--- src/rtl/md5_core_arbiter_if.sv ---
// Bundle between the requester/md5core side and the arbiter. The master view is the arbiter itself.
interface md5_core_arbiter_if #(
  parameter int NUM_REQ   = 4,
  parameter int TAG_DEPTH = 128,
  parameter int MSG_W     = 152
);
  localparam int CNT_W = $clog2(TAG_DEPTH) + 1;

  logic [NUM_REQ*MSG_W-1:0] req_msg;
  logic [NUM_REQ-1:0]       req_valid;
  logic [NUM_REQ-1:0]       req_ready;
  logic [MSG_W-1:0]         md5_msg;
  logic                     md5_msg_valid;
  logic [31:0]              a_ret, b_ret, c_ret, d_ret;
  logic [MSG_W-1:0]         md5_msg_ret;
  logic                     md5_msg_ret_valid;
  logic [31:0]              resp_a, resp_b, resp_c, resp_d;
  logic [MSG_W-1:0]         resp_msg;
  logic [NUM_REQ-1:0]       resp_valid;
  logic [CNT_W-1:0]         outstanding;
  logic                     err_underflow;

  modport master (
    input  req_msg, req_valid, a_ret, b_ret, c_ret, d_ret, md5_msg_ret, md5_msg_ret_valid,
    output req_ready, md5_msg, md5_msg_valid, resp_a, resp_b, resp_c, resp_d, resp_msg,
           resp_valid, outstanding, err_underflow
  );

  modport slave (
    output req_msg, req_valid, a_ret, b_ret, c_ret, d_ret, md5_msg_ret, md5_msg_ret_valid,
    input  req_ready, md5_msg, md5_msg_valid, resp_a, resp_b, resp_c, resp_d, resp_msg,
           resp_valid, outstanding, err_underflow
  );
endinterface

--- src/rtl/md5_core_arbiter.sv ---
// Round-robin sharing of one in-order md5core; 1-cycle issue and 1-cycle return latency.
// Grants stall only when the tag FIFO is full and no result is popping that cycle.
module md5_core_arbiter #(
  parameter int NUM_REQ   = 4,
  parameter int TAG_DEPTH = 128,
  parameter int MSG_W     = 152
) (
  input logic                clk,
  input logic                reset,
  md5_core_arbiter_if.master bus
);
  localparam int ID_W  = (NUM_REQ > 1) ? $clog2(NUM_REQ) : 1;
  localparam int PTR_W = $clog2(TAG_DEPTH);
  localparam int CNT_W = PTR_W + 1;
  localparam logic [CNT_W-1:0] FULL = CNT_W'(TAG_DEPTH);
  localparam logic [ID_W-1:0]  LAST = ID_W'(NUM_REQ - 1);
  localparam logic [ID_W:0]    NREQ = (ID_W+1)'(NUM_REQ);

  logic [ID_W-1:0]  rr_ptr;
  logic [ID_W-1:0]  win;
  logic             found;
  logic             can_push;
  logic             grant;
  logic             pop;
  logic [PTR_W-1:0] rd_ptr, wr_ptr;
  logic [CNT_W-1:0] count;
  logic [ID_W-1:0]  tag_mem [TAG_DEPTH];

  // Walk from the farthest candidate back to rr_ptr so the nearest valid one is kept.
  always_comb begin
    logic [ID_W:0] sum;
    found = 1'b0;
    win   = '0;
    sum   = '0;
    for (int k = NUM_REQ - 1; k >= 0; k--) begin
      sum = {1'b0, rr_ptr} + (ID_W+1)'(k);
      if (sum >= NREQ) sum = sum - NREQ;
      if (bus.req_valid[sum[ID_W-1:0]]) begin
        found = 1'b1;
        win   = sum[ID_W-1:0];
      end
    end
  end

  // A same-cycle pop frees a slot, so a full FIFO can still accept a grant.
  assign can_push      = (count < FULL) | bus.md5_msg_ret_valid;
  assign grant         = found & can_push & ~reset;
  assign pop           = bus.md5_msg_ret_valid & (count != '0);
  assign bus.req_ready = grant ? (NUM_REQ'(1) << win) : '0;
  assign bus.outstanding = count;

  always_ff @(posedge clk) begin
    if (grant) tag_mem[wr_ptr] <= win;
  end

  always_ff @(posedge clk) begin
    if (reset) begin
      rr_ptr            <= '0;
      rd_ptr            <= '0;
      wr_ptr            <= '0;
      count             <= '0;
      bus.md5_msg       <= '0;
      bus.md5_msg_valid <= 1'b0;
      bus.resp_a        <= '0;
      bus.resp_b        <= '0;
      bus.resp_c        <= '0;
      bus.resp_d        <= '0;
      bus.resp_msg      <= '0;
      bus.resp_valid    <= '0;
      bus.err_underflow <= 1'b0;
    end else begin
      bus.md5_msg_valid <= grant;
      if (grant) begin
        bus.md5_msg <= bus.req_msg[win*MSG_W +: MSG_W];
        wr_ptr      <= wr_ptr + 1'b1;
        rr_ptr      <= (win == LAST) ? '0 : win + 1'b1;
      end

      if (pop) begin
        rd_ptr         <= rd_ptr + 1'b1;
        bus.resp_a     <= bus.a_ret;
        bus.resp_b     <= bus.b_ret;
        bus.resp_c     <= bus.c_ret;
        bus.resp_d     <= bus.d_ret;
        bus.resp_msg   <= bus.md5_msg_ret;
        bus.resp_valid <= NUM_REQ'(1) << tag_mem[rd_ptr];
      end else begin
        bus.resp_valid <= '0;
      end

      if (bus.md5_msg_ret_valid && count == '0) bus.err_underflow <= 1'b1;

      case ({grant, pop})
        2'b10:   count <= count + 1'b1;
        2'b01:   count <= count - 1'b1;
        default: count <= count;
      endcase
    end
  end
endmodule

--- src/flat_wrapper.sv ---
// flat-port wrapper written by rule: the top's interface ports become plain ports
module md5_core_arbiter_flat 
#(
  parameter int NUM_REQ   = 4,
  parameter int TAG_DEPTH = 128,
  parameter int MSG_W     = 152
)
  (clk, reset, bus_req_msg, bus_req_valid, bus_a_ret, bus_b_ret, bus_c_ret, bus_d_ret, bus_md5_msg_ret, bus_md5_msg_ret_valid, bus_req_ready, bus_md5_msg, bus_md5_msg_valid, bus_resp_a, bus_resp_b, bus_resp_c, bus_resp_d, bus_resp_msg, bus_resp_valid, bus_outstanding, bus_err_underflow);
  md5_core_arbiter_if #(.NUM_REQ(NUM_REQ), .TAG_DEPTH(TAG_DEPTH), .MSG_W(MSG_W)) bus_i ();
  input logic clk;
  input logic reset;
  input wire logic [$bits(bus_i.req_msg)-1:0] bus_req_msg;
  input wire logic [$bits(bus_i.req_valid)-1:0] bus_req_valid;
  input wire logic [$bits(bus_i.a_ret)-1:0] bus_a_ret;
  input wire logic [$bits(bus_i.b_ret)-1:0] bus_b_ret;
  input wire logic [$bits(bus_i.c_ret)-1:0] bus_c_ret;
  input wire logic [$bits(bus_i.d_ret)-1:0] bus_d_ret;
  input wire logic [$bits(bus_i.md5_msg_ret)-1:0] bus_md5_msg_ret;
  input wire logic [$bits(bus_i.md5_msg_ret_valid)-1:0] bus_md5_msg_ret_valid;
  output wire logic [$bits(bus_i.req_ready)-1:0] bus_req_ready;
  output wire logic [$bits(bus_i.md5_msg)-1:0] bus_md5_msg;
  output wire logic [$bits(bus_i.md5_msg_valid)-1:0] bus_md5_msg_valid;
  output wire logic [$bits(bus_i.resp_a)-1:0] bus_resp_a;
  output wire logic [$bits(bus_i.resp_b)-1:0] bus_resp_b;
  output wire logic [$bits(bus_i.resp_c)-1:0] bus_resp_c;
  output wire logic [$bits(bus_i.resp_d)-1:0] bus_resp_d;
  output wire logic [$bits(bus_i.resp_msg)-1:0] bus_resp_msg;
  output wire logic [$bits(bus_i.resp_valid)-1:0] bus_resp_valid;
  output wire logic [$bits(bus_i.outstanding)-1:0] bus_outstanding;
  output wire logic [$bits(bus_i.err_underflow)-1:0] bus_err_underflow;
  assign bus_i.req_msg = bus_req_msg;
  assign bus_i.req_valid = bus_req_valid;
  assign bus_i.a_ret = bus_a_ret;
  assign bus_i.b_ret = bus_b_ret;
  assign bus_i.c_ret = bus_c_ret;
  assign bus_i.d_ret = bus_d_ret;
  assign bus_i.md5_msg_ret = bus_md5_msg_ret;
  assign bus_i.md5_msg_ret_valid = bus_md5_msg_ret_valid;
  assign bus_req_ready = bus_i.req_ready;
  assign bus_md5_msg = bus_i.md5_msg;
  assign bus_md5_msg_valid = bus_i.md5_msg_valid;
  assign bus_resp_a = bus_i.resp_a;
  assign bus_resp_b = bus_i.resp_b;
  assign bus_resp_c = bus_i.resp_c;
  assign bus_resp_d = bus_i.resp_d;
  assign bus_resp_msg = bus_i.resp_msg;
  assign bus_resp_valid = bus_i.resp_valid;
  assign bus_outstanding = bus_i.outstanding;
  assign bus_err_underflow = bus_i.err_underflow;
  md5_core_arbiter #(.NUM_REQ(NUM_REQ), .TAG_DEPTH(TAG_DEPTH), .MSG_W(MSG_W)) u_core (.clk(clk), .reset(reset), .bus(bus_i));
endmodule
--- config.mk ---
export PLATFORM = sky130hd
export DESIGN_NAME = md5_core_arbiter_flat
export DESIGN_NICKNAME = d
export VERILOG_FILES = /design/src/rtl/md5_core_arbiter_if.sv /design/src/rtl/md5_core_arbiter.sv /design/src/flat_wrapper.sv
export SDC_FILE = /design/constraint.sdc
export NUM_CORES = 1
export LEC_CHECK = 0
export BUFFER_PORTS_ARGS = -buffer_cell sky130_fd_sc_hd__buf_2
export CAP_MARGIN = 20
export CORE_AREA = 2 2 528 530
export DETAILED_ROUTE_END_ITERATION = 8
export DIE_AREA = 0 0 530 532
export PLACE_DENSITY = 0.3
export SYNTH_ARGS = -nofsm -noshare
export SYNTH_HDL_FRONTEND = slang
export SYNTH_SLANG_ARGS = --single-unit
--- constraint.sdc ---
create_clock -name clk -period 6.7 [get_ports clk]
set_clock_uncertainty 0.2 [all_clocks]
set_input_delay 1.005 -clock clk [delete_from_list [all_inputs] [get_ports clk]]
set_output_delay 1.005 -clock clk [all_outputs]
set_load 0.02 [all_outputs]
# Yosys cells after proc, flatten, opt, wreduce, memory -nomap -nowiden

Memories as Yosys holds them, arrays and structs flattened. A register that Yosys moved wholly into a read port is not among the register bits.
Cells that the tools add are included.

Register bits after elaboration: 462
Word-level logic and storage cells: 80
Memories kept: 1
Output and inout port bits: 450
Bits of input ports: 895
Bits in writable memories: 256

Add/sub/neg operators: 12
$mul: 1
Magnitude comparators: 9
Shift-type cells: 3
Bitwise logic cells: 6
Multiplexer cells: 27
Eq/ne operators: 3
Reduce and logical (&&, ||, !) cells: 5

Memory list:

| name           | depth | bits a word | rd ports | clocked after memory_dff | write ports | RTL line               | RTL |
|---|---|---|---|---|---|---|---|
| u_core.tag_mem | 128   | 2           | 1        | 1                        | 1           | md5_core_arbiter.sv:27 | `logic [ID_W-1:0] tag_mem [TAG_DEPTH];` |

Operators by type and width:

| kind                | count |
|---|---|
| $shiftx 608x11->152 | 1 |
| $mux 2              | 9 |
| $pmux 8 s2          | 1 |
| $add 7x1->7 const B | 2 |
| $mux 7              | 2 |
| $lt 2x3->1 const B  | 4 |
| $mux 1              | 10 |
| $ge 3x3->1 const B  | 3 |
| $add 8x1->8 const B | 1 |
| $bmux 1 s2          | 4 |
| $logic_not 8->1     | 1 |
| $lt 8x8->1 const B  | 1 |
| $reduce_bool 8->1   | 1 |
| $shl 1x2->4 const A | 2 |
| $sub 2x1->2 const B | 4 |
| $sub 8x1->8 const B | 1 |
| $mul 2x5->7 const B | 1 |
| $add 2x2->3 const B | 2 |
| $eq 2x2->1 const B  | 2 |
| $mux 4              | 1 |
| $add 2x1->3 const B | 1 |
| $and 1x1->1         | 3 |
| $ge 2x3->1 const B  | 1 |
| $add 2x1->2 const B | 1 |
| 6 further kinds     | 7 |

# Logic depth before layout (Yosys ltp)

Gate-level depths: netlist of the first run.

Word-level depth: 13
Gate-level depth with buffers: 17
Depth with buffers taken out: 14

# Worst setup path before layout of the first run

Ideal clock, no wire load.

Path kind: input -> output
Start: input bus_req_valid[0]
End: output bus_req_ready[3]
Required time: 5.495 ns
Data arrival time: 4.480 ns
Setup slack: 1.015 ns
Stages on the path: 8
Path buffers: 2
Cell sequence: a21oi_1 > o21ai_0 > o2bb2ai_1 > clkbuf_1 > inv_2 > clkbuf_1 > ha_1 > and2_1

RTL lines:

| element                      | RTL line               | RTL |
|---|---|---|
| start: declaration           | flat_wrapper.sv:13     | `input wire logic [$bits(bus_i.req_valid)-1:0] bus_req_valid;` |
| $bmux 1 s2                   | md5_core_arbiter.sv:38 | `if (bus.req_valid[sum[ID_W-1:0]]) begin` |
| $mux 1 (not written as such) | md5_core_arbiter.sv:38 |  |
| $mux 2 (3 in a row)          | md5_core_arbiter.sv:38 |  |
| $mux 2 (*)                   | md5_core_arbiter.sv:38 |  |
| via u_core.win[1]            | md5_core_arbiter.sv:20 | `logic [ID_W-1:0] win;` |
| $shl 1x2->4 (*)              | md5_core_arbiter.sv:49 | `assign bus.req_ready = grant ? (NUM_REQ'(1) << win) : '0;` |
| $mux 4 (*)                   | md5_core_arbiter.sv:49 |  |
| end: declaration             | flat_wrapper.sv:20     | `output wire logic [$bits(bus_i.req_ready)-1:0] bus_req_ready;` |

Mark *: on every way through the listed nets, which the timed path passes. The rest lies on a longest branch. The select of a mux whose other input is x is not followed.

# Worst setup path after layout of the first run

Start: input bus_md5_msg_ret_valid
End: output bus_req_ready[2]

Cells in the longest elaborated chain, start to end: 4

RTL lines:

| element                  | RTL line               | RTL |
|---|---|---|
| start: declaration       | flat_wrapper.sv:19     | `input wire logic [$bits(bus_i.md5_msg_ret_valid)-1:0] bus_md5_msg_ret_valid;` |
| $or 1x1->1               | md5_core_arbiter.sv:46 | `assign can_push = (count < FULL) \| bus.md5_msg_ret_valid;` |
| $and 1x1->1 (2 in a row) | md5_core_arbiter.sv:47 | `assign grant = found & can_push & ~reset;` |
| $mux 4                   | md5_core_arbiter.sv:49 |  |

No other way between the ends.

==> flow_summary.json, run 1 <==
{
  "min_period_ns": 4.60,
  "rsz0062_at_grt": "false",
  "finalSetupViolations": 0,
  "switching_power_uw": 8140,
  "netlist_area_um2": 31800,
  "die_x_um": 530,
  "multi_input_area_um2": 13500,
  "dr_wl_met2_um": 102000,
  "fmax_ghz": 0.218,
  "ant_nets": 0,
  "synth_top_family_by_area": "simple AND/OR/NAND/NOR gates",
  "synth_area_per_cell_um2": 8.56,
  "slew_headroom_pct": 29.5,
  "clock_sinks": 725,
  "drc": 0,
  "cp_max_fo": 45,
  "end_kind": "output pin",
  "groute.usage.overall_pct": 15.2,
  "ctsResizeCount": 0,
  "swShare_pct": 43.5,
  "met1_length_um": 97800,
  "preCtsSetupSlack_ns": 1.81,
  "fin_ws_ns": 2.10,
  "io_pins": 1345,
  "ys_warn_count": 0,
  "drt_pass1_iterations": 5,
  "drtIter0Drc": 2429,
  "dp_hpwl_um": 176000,
  "tns_ns": 0,
  "cts_inserted_buffers": 101,
  "synthArstFlopShare_pct": 0,
  "hold_viol_final": 0,
  "hold_class": "flip-flop to flip-flop",
  "clock_power_share_pct": 30.2,
  "combPwrFrac_pct": 36.7,
  "synth_flop_cell": "dfxtp_1",
  "worstSkewPairLatency_ns": 0.75,
  "port_buffers": 1344,
  "muxShareOfSynthArea_pct": 5.15,
  "maxCapViolations": 0,
  "grt_pass1_vias": 32300,
  "outcome": "finished clean",
  "power_density_nw_per_um2": 407,
  "wl_um": 222000,
  "p_int_uw": 10600,
  "rows": 193,
  "synth_fa_ha_area_share_pct": 0.394,
  "core_um2": 276000,
  "critPathLaunchType": "input port",
  "p_leak_uw": 0.0187,
  "grt_start_max_net_pins": 178,
  "worst_pin_slew_ns": 1.05,
  "routed.top_layer": "met5",
  "path_class": "input port to output pin",
  "h-tree-depth": 3,
  "met3_length_um": 18000,
  "seq_area_frac_synth_pct": 53.8,
  "layout_common_cells": "1,343 x buf_2, 1,202 x nand2_1, 469 x nand3_1",
  "fill_cells": 31700,
  "tritoncts": "built",
  "dieArea_um2": 282000,
  "start_util_pct": 11.5,
  "drive_above_1_share_pct": 32.4,
  "vias_per_cell": 3.71,
  "clkTransAtPathRegs_ns": 0.05,
  "syn2layout_area_growth_pct": 44.9,
  "seq_area_um2": 17100,
  "critical_path_arrival_ns": 3.39,
  "synth_seq_cells": 725,
  "clockRootBuffer": "clkbuf_16",
  "cts_hold_buf": 0,
  "wire_per_inst_um": 25.4,
  "vias": 32500,
  "grt_pass1_wl_um": 294000,
  "worstPathRequired_ns": 5.49,
  "maxSlewViolCount": 0,
  "clockBufferDepth": 3,
  "synth_xor_area_share_pct": 0.496,
  "final_nets": 5812,
  "grt.overflow.total": 0,
  "antenna_found_initial": 142,
  "dieHeight_um": 532,
  "synth_fp_nets": 4614,
  "fin_crit_sh_pct": 68.6,
  "seq_power_share_pct": 33.1,
  "synth-compound-area-share_pct": 8.55,
  "post_cts_buffers": 0,
  "synth_cell_types": 58,
  "netlist_instances": 3709,
  "globalplace.congestion": 0.921,
  "ir_drop_v": 0.000361,
  "synth_edf_count": 256,
  "synth-simple-area-share_pct": 27.8,
  "layout_commonest_cell": "buf_2"
}
[sequential cells by signal, summed over array words and instances, names as in the netlist, named ones only]
name	count
u_core.tag_mem	256
u_core.bus.md5_msg	152
u_core.bus.resp_msg	152
u_core.bus.resp_a	32
u_core.bus.resp_b	32
u_core.bus.resp_c	32
u_core.bus.resp_d	32
u_core.bus.outstanding	8
u_core.rd_ptr	7
u_core.wr_ptr	7
u_core.bus.resp_valid	4
u_core.rr_ptr	2
u_core.bus.err_underflow	1
u_core.bus.md5_msg_valid	1
[synthesized netlist by cell type, types with 7 or more instances]
| cell | instances | area share, % |
|---|---|---|
| nand4_1 | 7 | 0.14 |
| o21ai_0 | 164 | 2.6 |
| a21oi_1 | 297 | 4.7 |
| buf_2 | 24 | 0.38 |
| mux4_2 | 48 | 3.4 |
| edfxtp_1 | 256 | 24 |
| nand2_1 | 1203 | 14 |
| buf_1 | 21 | 0.25 |
| mux2i_1 | 37 | 1.2 |
| dfxtp_1 | 469 | 30 |
| nor2b_1 | 13 | 0.26 |
| clkbuf_1 | 238 | 2.8 |
| ha_1 | 10 | 0.39 |
| nand2b_1 | 162 | 3.2 |
| a221oi_1 | 8 | 0.22 |
| mux2_2 | 7 | 0.25 |
| buf_4 | 7 | 0.17 |
| xor2_1 | 12 | 0.33 |
| nand3_1 | 469 | 7.4 |
| nor2_1 | 160 | 1.9 |
[worst max-delay path: stages]
cell and delay, ns:
buf_2 0.18, inv_1 0.10, a21oi_1 0.33, a21boi_4 0.25, buf_4 0.34, buf_4 0.52
and2_1 0.40, buf_2 0.24
[worst paths after layout]
path	from	to	slack, ns	depth (start not counted)
hold / removal	u_core.bus.resp_msg[100]$_SDFFE_PP0P_	u_core.bus.resp_msg[100]$_SDFFE_PP0P_	0.25	2
setup / recovery	bus_md5_msg_ret_valid	bus_req_ready[2]	2.10	8
setup reg to reg	u_core.bus.outstanding[3]$_SDFFE_PP0P_	u_core.bus.outstanding[6]$_SDFFE_PP0P_	2.15	14
hold reg to reg	u_core.bus.resp_msg[100]$_SDFFE_PP0P_	u_core.bus.resp_msg[100]$_SDFFE_PP0P_	0.25	2
[area by class of cell]
cell class	instances	area share [%]
timing repair buffer	1388	15.5
multi-input combinational	2682	29.4
clock inverter	43	1.13
tap	3705	10.1
inverter	9	0.122
clock buffer	147	6.39
antenna	48	0.261
sequential	725	37.1
[cell families (layout without fill, tap and decap cells)]
kind of cell / Yosys count / after routing
other: 0 / 48
multiplexers: 96 / 96
flip-flops: 725 / 725
AND/OR/NAND/NOR: 2046 / 2046
AO/OA/AOI/OAI: 512 / 512
buffers and inverters: 302 / 1587
adder cells (fa/ha/maj): 10 / 10
XOR/XNOR: 18 / 18
[per-stage QoR]
| stage | cells | utilization, % | hold WS [ns] | total power, uW | cell area, um^2 |
|---|---|---|---|---|---|
| after CTS | 8699 | 16.6 | 0.158 | 19100 | 45900 |
| final | 8747 | 16.7 | 0.248 | 18700 | 46000 |
| after floorplan | 3709 | - | 0.268 | 9770 | 31800 |
| after detailed placement | 8509 | 15.4 | 0.244 | 13300 | 42400 |
| after global routing | 8719 | 16.7 | 0.202 | 19800 | 45900 |
| after global placement | 8508 | 15.4 | 0.239 | 13300 | 42400 |
[routing by layer]
| metal | vias to the layer above | GRT usage [%] |
|---|---|---|
| met3 | 296 | 4.66 |
| met4 | 60 | 3.33 |
| met2 | 1226 | 24.3 |
| met1 | 15800 | 19.8 |
| met5 | - | 0 |
| li1 | 15100 | - |
[power by group through the flow]
| stage | Combinational, uW | Sequential, uW | Clock, uW |
|---|---|---|---|
| after CTS | 7040 | 6200 | 5870 |
| after detailed placement | 7020 | 6280 | 0 |
| after floorplan | 2800 | 6970 | 0 |
| after global placement | 7050 | 6280 | 0 |
| final | 6880 | 6200 | 5650 |
| after global routing | 7440 | 6300 | 6020 |
Power figures use the tool's default switching activity.
==> run 2, diff against run 1 <==
Clock period 6.7 ns to 4.64 ns, I/O delays scaled along.
==> run 2 against run 1 <==
Compared with the run above: via count is 4.7% higher; global-route usage increased by 0.22 points; sequential cell count is the same; hold slack worse by 0.15 ns; clock power up 40%; setup slack got worse by 1.4 ns; combinational power rose by 51%; die area did not move; cell area grew 6.2%; register-to-register slack lost 1.4 ns; critical endpoint is now u_core.bus.outstanding[6]$_SDFFE_PP0P_; largest cell class unchanged.
==> flow_summary.json, run 2 (synthesis results as in run 1) <==
{
  "clockBufferDepth": 3,
  "worstSkewPairLatency_ns": 0.75,
  "tns_ns": 0,
  "maxSlewViolCount": 0,
  "design_power_total_uw": 27300,
  "finalSetupViolations": 0,
  "slowest_delay_ns": 0.54,
  "ctsResizeCount": 0,
  "critical-path-top-delay-family": "compound AO/OA/AOI/OAI gates",
  "wire_per_inst_um": 25.0,
  "clock_sinks": 725,
  "min_period_ns": 3.91,
  "grt.overflow.total": 0,
  "combPwrFrac_pct": 38.2,
  "hold_class": "input port to flip-flop",
  "largest_reg_flops": 256,
  "drtIter0Drc": 2667,
  "reg2reg_from": "u_core.bus.outstanding[7]$_SDFFE_PP0P_",
  "clock_power_share_pct": 29.1,
  "hold_viol_final": 0,
  "p_leak_uw": 0.0199,
  "h-tree-depth": 3,
  "met2_usage_pct": 24.6,
  "fill_cells": 31500,
  "wl_um": 226000,
  "grt_pass1_wl_um": 300000,
  "power_density_nw_per_um2": 558,
  "use_met1_pct": 20.5,
  "rows": 193,
  "grt_start_max_net_pins": 143,
  "globalplace.congestion": 0.984,
  "drt_pass1_iterations": 5,
  "use_met3_pct": 3.87,
  "reg2reg_to": "u_core.bus.outstanding[6]$_SDFFE_PP0P_",
  "p_int_uw": 15400,
  "top_regs": "u_core.tag_mem x256, u_core.bus.md5_msg x152, u_core.bus.resp_msg x152",
  "ant_nets": 0,
  "swShare_pct": 43.6,
  "fin_crit_sh_pct": 84.4,
  "antenna_found_initial": 128,
  "port_buffers": 1344,
  "top_register": "u_core.tag_mem",
  "maxCapViolations": 0,
  "end_kind": "flip-flop",
  "top_usage_layer": "met2",
  "clkTransAtPathRegs_ns": 0.06,
  "path_class": "flip-flop to flip-flop",
  "start_util_pct": 11.5,
  "seq_area_um2": 17100,
  "timing.critical_path.buf_inv": 1,
  "seq_power_share_pct": 32.8,
  "critPathLaunchType": "flip-flop",
  "ff2ff_setup_slack_ns": 0.73,
  "cts_hold_buf": 268,
  "post_cts_buffers": 0,
  "die_x_um": 530,
  "cp_max_fo": 6,
  "drive_above_1_share_pct": 31.1,
  "syn2layout_area_growth_pct": 53.9,
  "path_cells": "nor4_1, nand2_1, nand2_4, inv_8, ha_1, xor2_1, ha_1, a21oi_1, o21ai_0, a221oi_1, o21ai_0, a221oi_1, xnor2_1, o2bb2ai_1",
  "fin_util_pct": 17.7,
  "vias_per_cell": 3.76,
  "switching_power_uw": 11900,
  "multi_input_area_um2": 13500,
  "clockRootBuffer": "clkbuf_16",
  "dieArea_um2": 282000,
  "holdPathEnd": "u_core.bus.md5_msg[136]$_SDFFE_PP0P_",
  "layout_common_cells": "1,343 x buf_2, 1,202 x nand2_1, 469 x nand3_1",
  "dieHeight_um": 532,
  "worst_pin_slew_ns": 1.02,
  "critical_path_arrival_ns": 4.33,
  "outcome": "finished clean",
  "fin_hold_ws_ns": 0.0936,
  "grt_pass1_vias": 34000,
  "r2r_cells": 14,
  "cts_inserted_buffers": 99,
  "slew_headroom_pct": 32.3,
  "vias": 34000,
  "final_nets": 6111,
  "fmax_ghz": 0.255,
  "slowest_stage": "nor4_1",
  "core_um2": 276000,
  "drc": 0,
  "io_pins": 1345,
  "dp_hpwl_um": 179000,
  "min_path_cells": 5,
  "tritoncts": "built",
  "rsz0062_at_grt": "false",
  "groute.usage.overall_pct": 15.4,
  "hp-start": "bus_req_msg[288]",
  "ir_drop_v": 0.000297,
  "layout_commonest_cell": "buf_2",
  "worstPathRequired_ns": 5.06
}
-- run 2: cell count changes in the layout (fill, tap and decap cells not counted), sizes merged, moves of 5 or more --
cell	before	now
buf	1388	1421
clkbuf	147	141
clkinv	28	33
diode	48	42
dlygate4sd3	0	268
-- run 2: metal layers --
| metal | vias up | routed length [um] |
|---|---|---|
| li1 | 15600 | - |
| met1 | 16600 | 101000 |
| met2 | 1434 | 102000 |
| met3 | 283 | 17400 |
| met4 | 32 | 5450 |
| met5 | - | 201 |
-- run 2: final cells by class --
class	instances	area share, %
antenna	42	0.215
clock buffer	141	5.84
clock inverter	45	0.942
inverter	9	0.115
multi-input combinational	2682	27.6
sequential	725	35.0
tap	3705	9.48
timing repair buffer	1689	20.8
-- run 2: per-stage QoR --
step	setup slack, ns	instances	area [um^2]
2_1_floorplan	0.486	3709	31800
3_3_place_gp	0.201	8540	42700
3_5_place_dp	0.329	8542	42800
4_1_cts	0.574	8996	48800
5_1_grt	0.449	9020	48800
6_report	0.725	9038	48900
-- run 2: power by group through the flow --
stage	Combinational, uW	Sequential [uW]	Clock [uW]
3_5_place_dp	10400	9020	0
6_report	10400	8930	7930
4_1_cts	10600	8910	8270
5_1_grt	11200	9060	8440
2_1_floorplan	4040	10100	0
3_3_place_gp	10400	9010	0
-- run 2: worst register-to-register path, delay by kind of cell, from the launching register on --
family	cells	cell delay, ns
AOI/OAI and AO/OA	6	1.54
and+or+nand+nor	3	0.85
DFF	1	0.45
adders and majority gates	2	0.40
xor gates and xnor gates	2	0.29
buffers and inverters	1	0.04
-- run 2: how the worst max path moves through the flow --
stage	from	endpoint	slack [ns]	cells past startpoint
2_1_floorplan	bus_req_valid[3]	bus_req_ready[3]	0.49	9
3_3_place_gp	bus_md5_msg_ret_valid	u_core.bus.outstanding[6]$_SDFFE_PP0P_	0.20	15
3_5_place_dp	bus_md5_msg_ret_valid	u_core.bus.outstanding[6]$_SDFFE_PP0P_	0.33	15
4_1_cts	u_core.rr_ptr[1]$_SDFFE_PP0P_	bus_req_ready[1]	0.57	6
5_1_grt	u_core.bus.outstanding[7]$_SDFFE_PP0P_	u_core.bus.outstanding[6]$_SDFFE_PP0P_	0.45	14
6_report	u_core.bus.outstanding[7]$_SDFFE_PP0P_	u_core.bus.outstanding[6]$_SDFFE_PP0P_	0.73	14
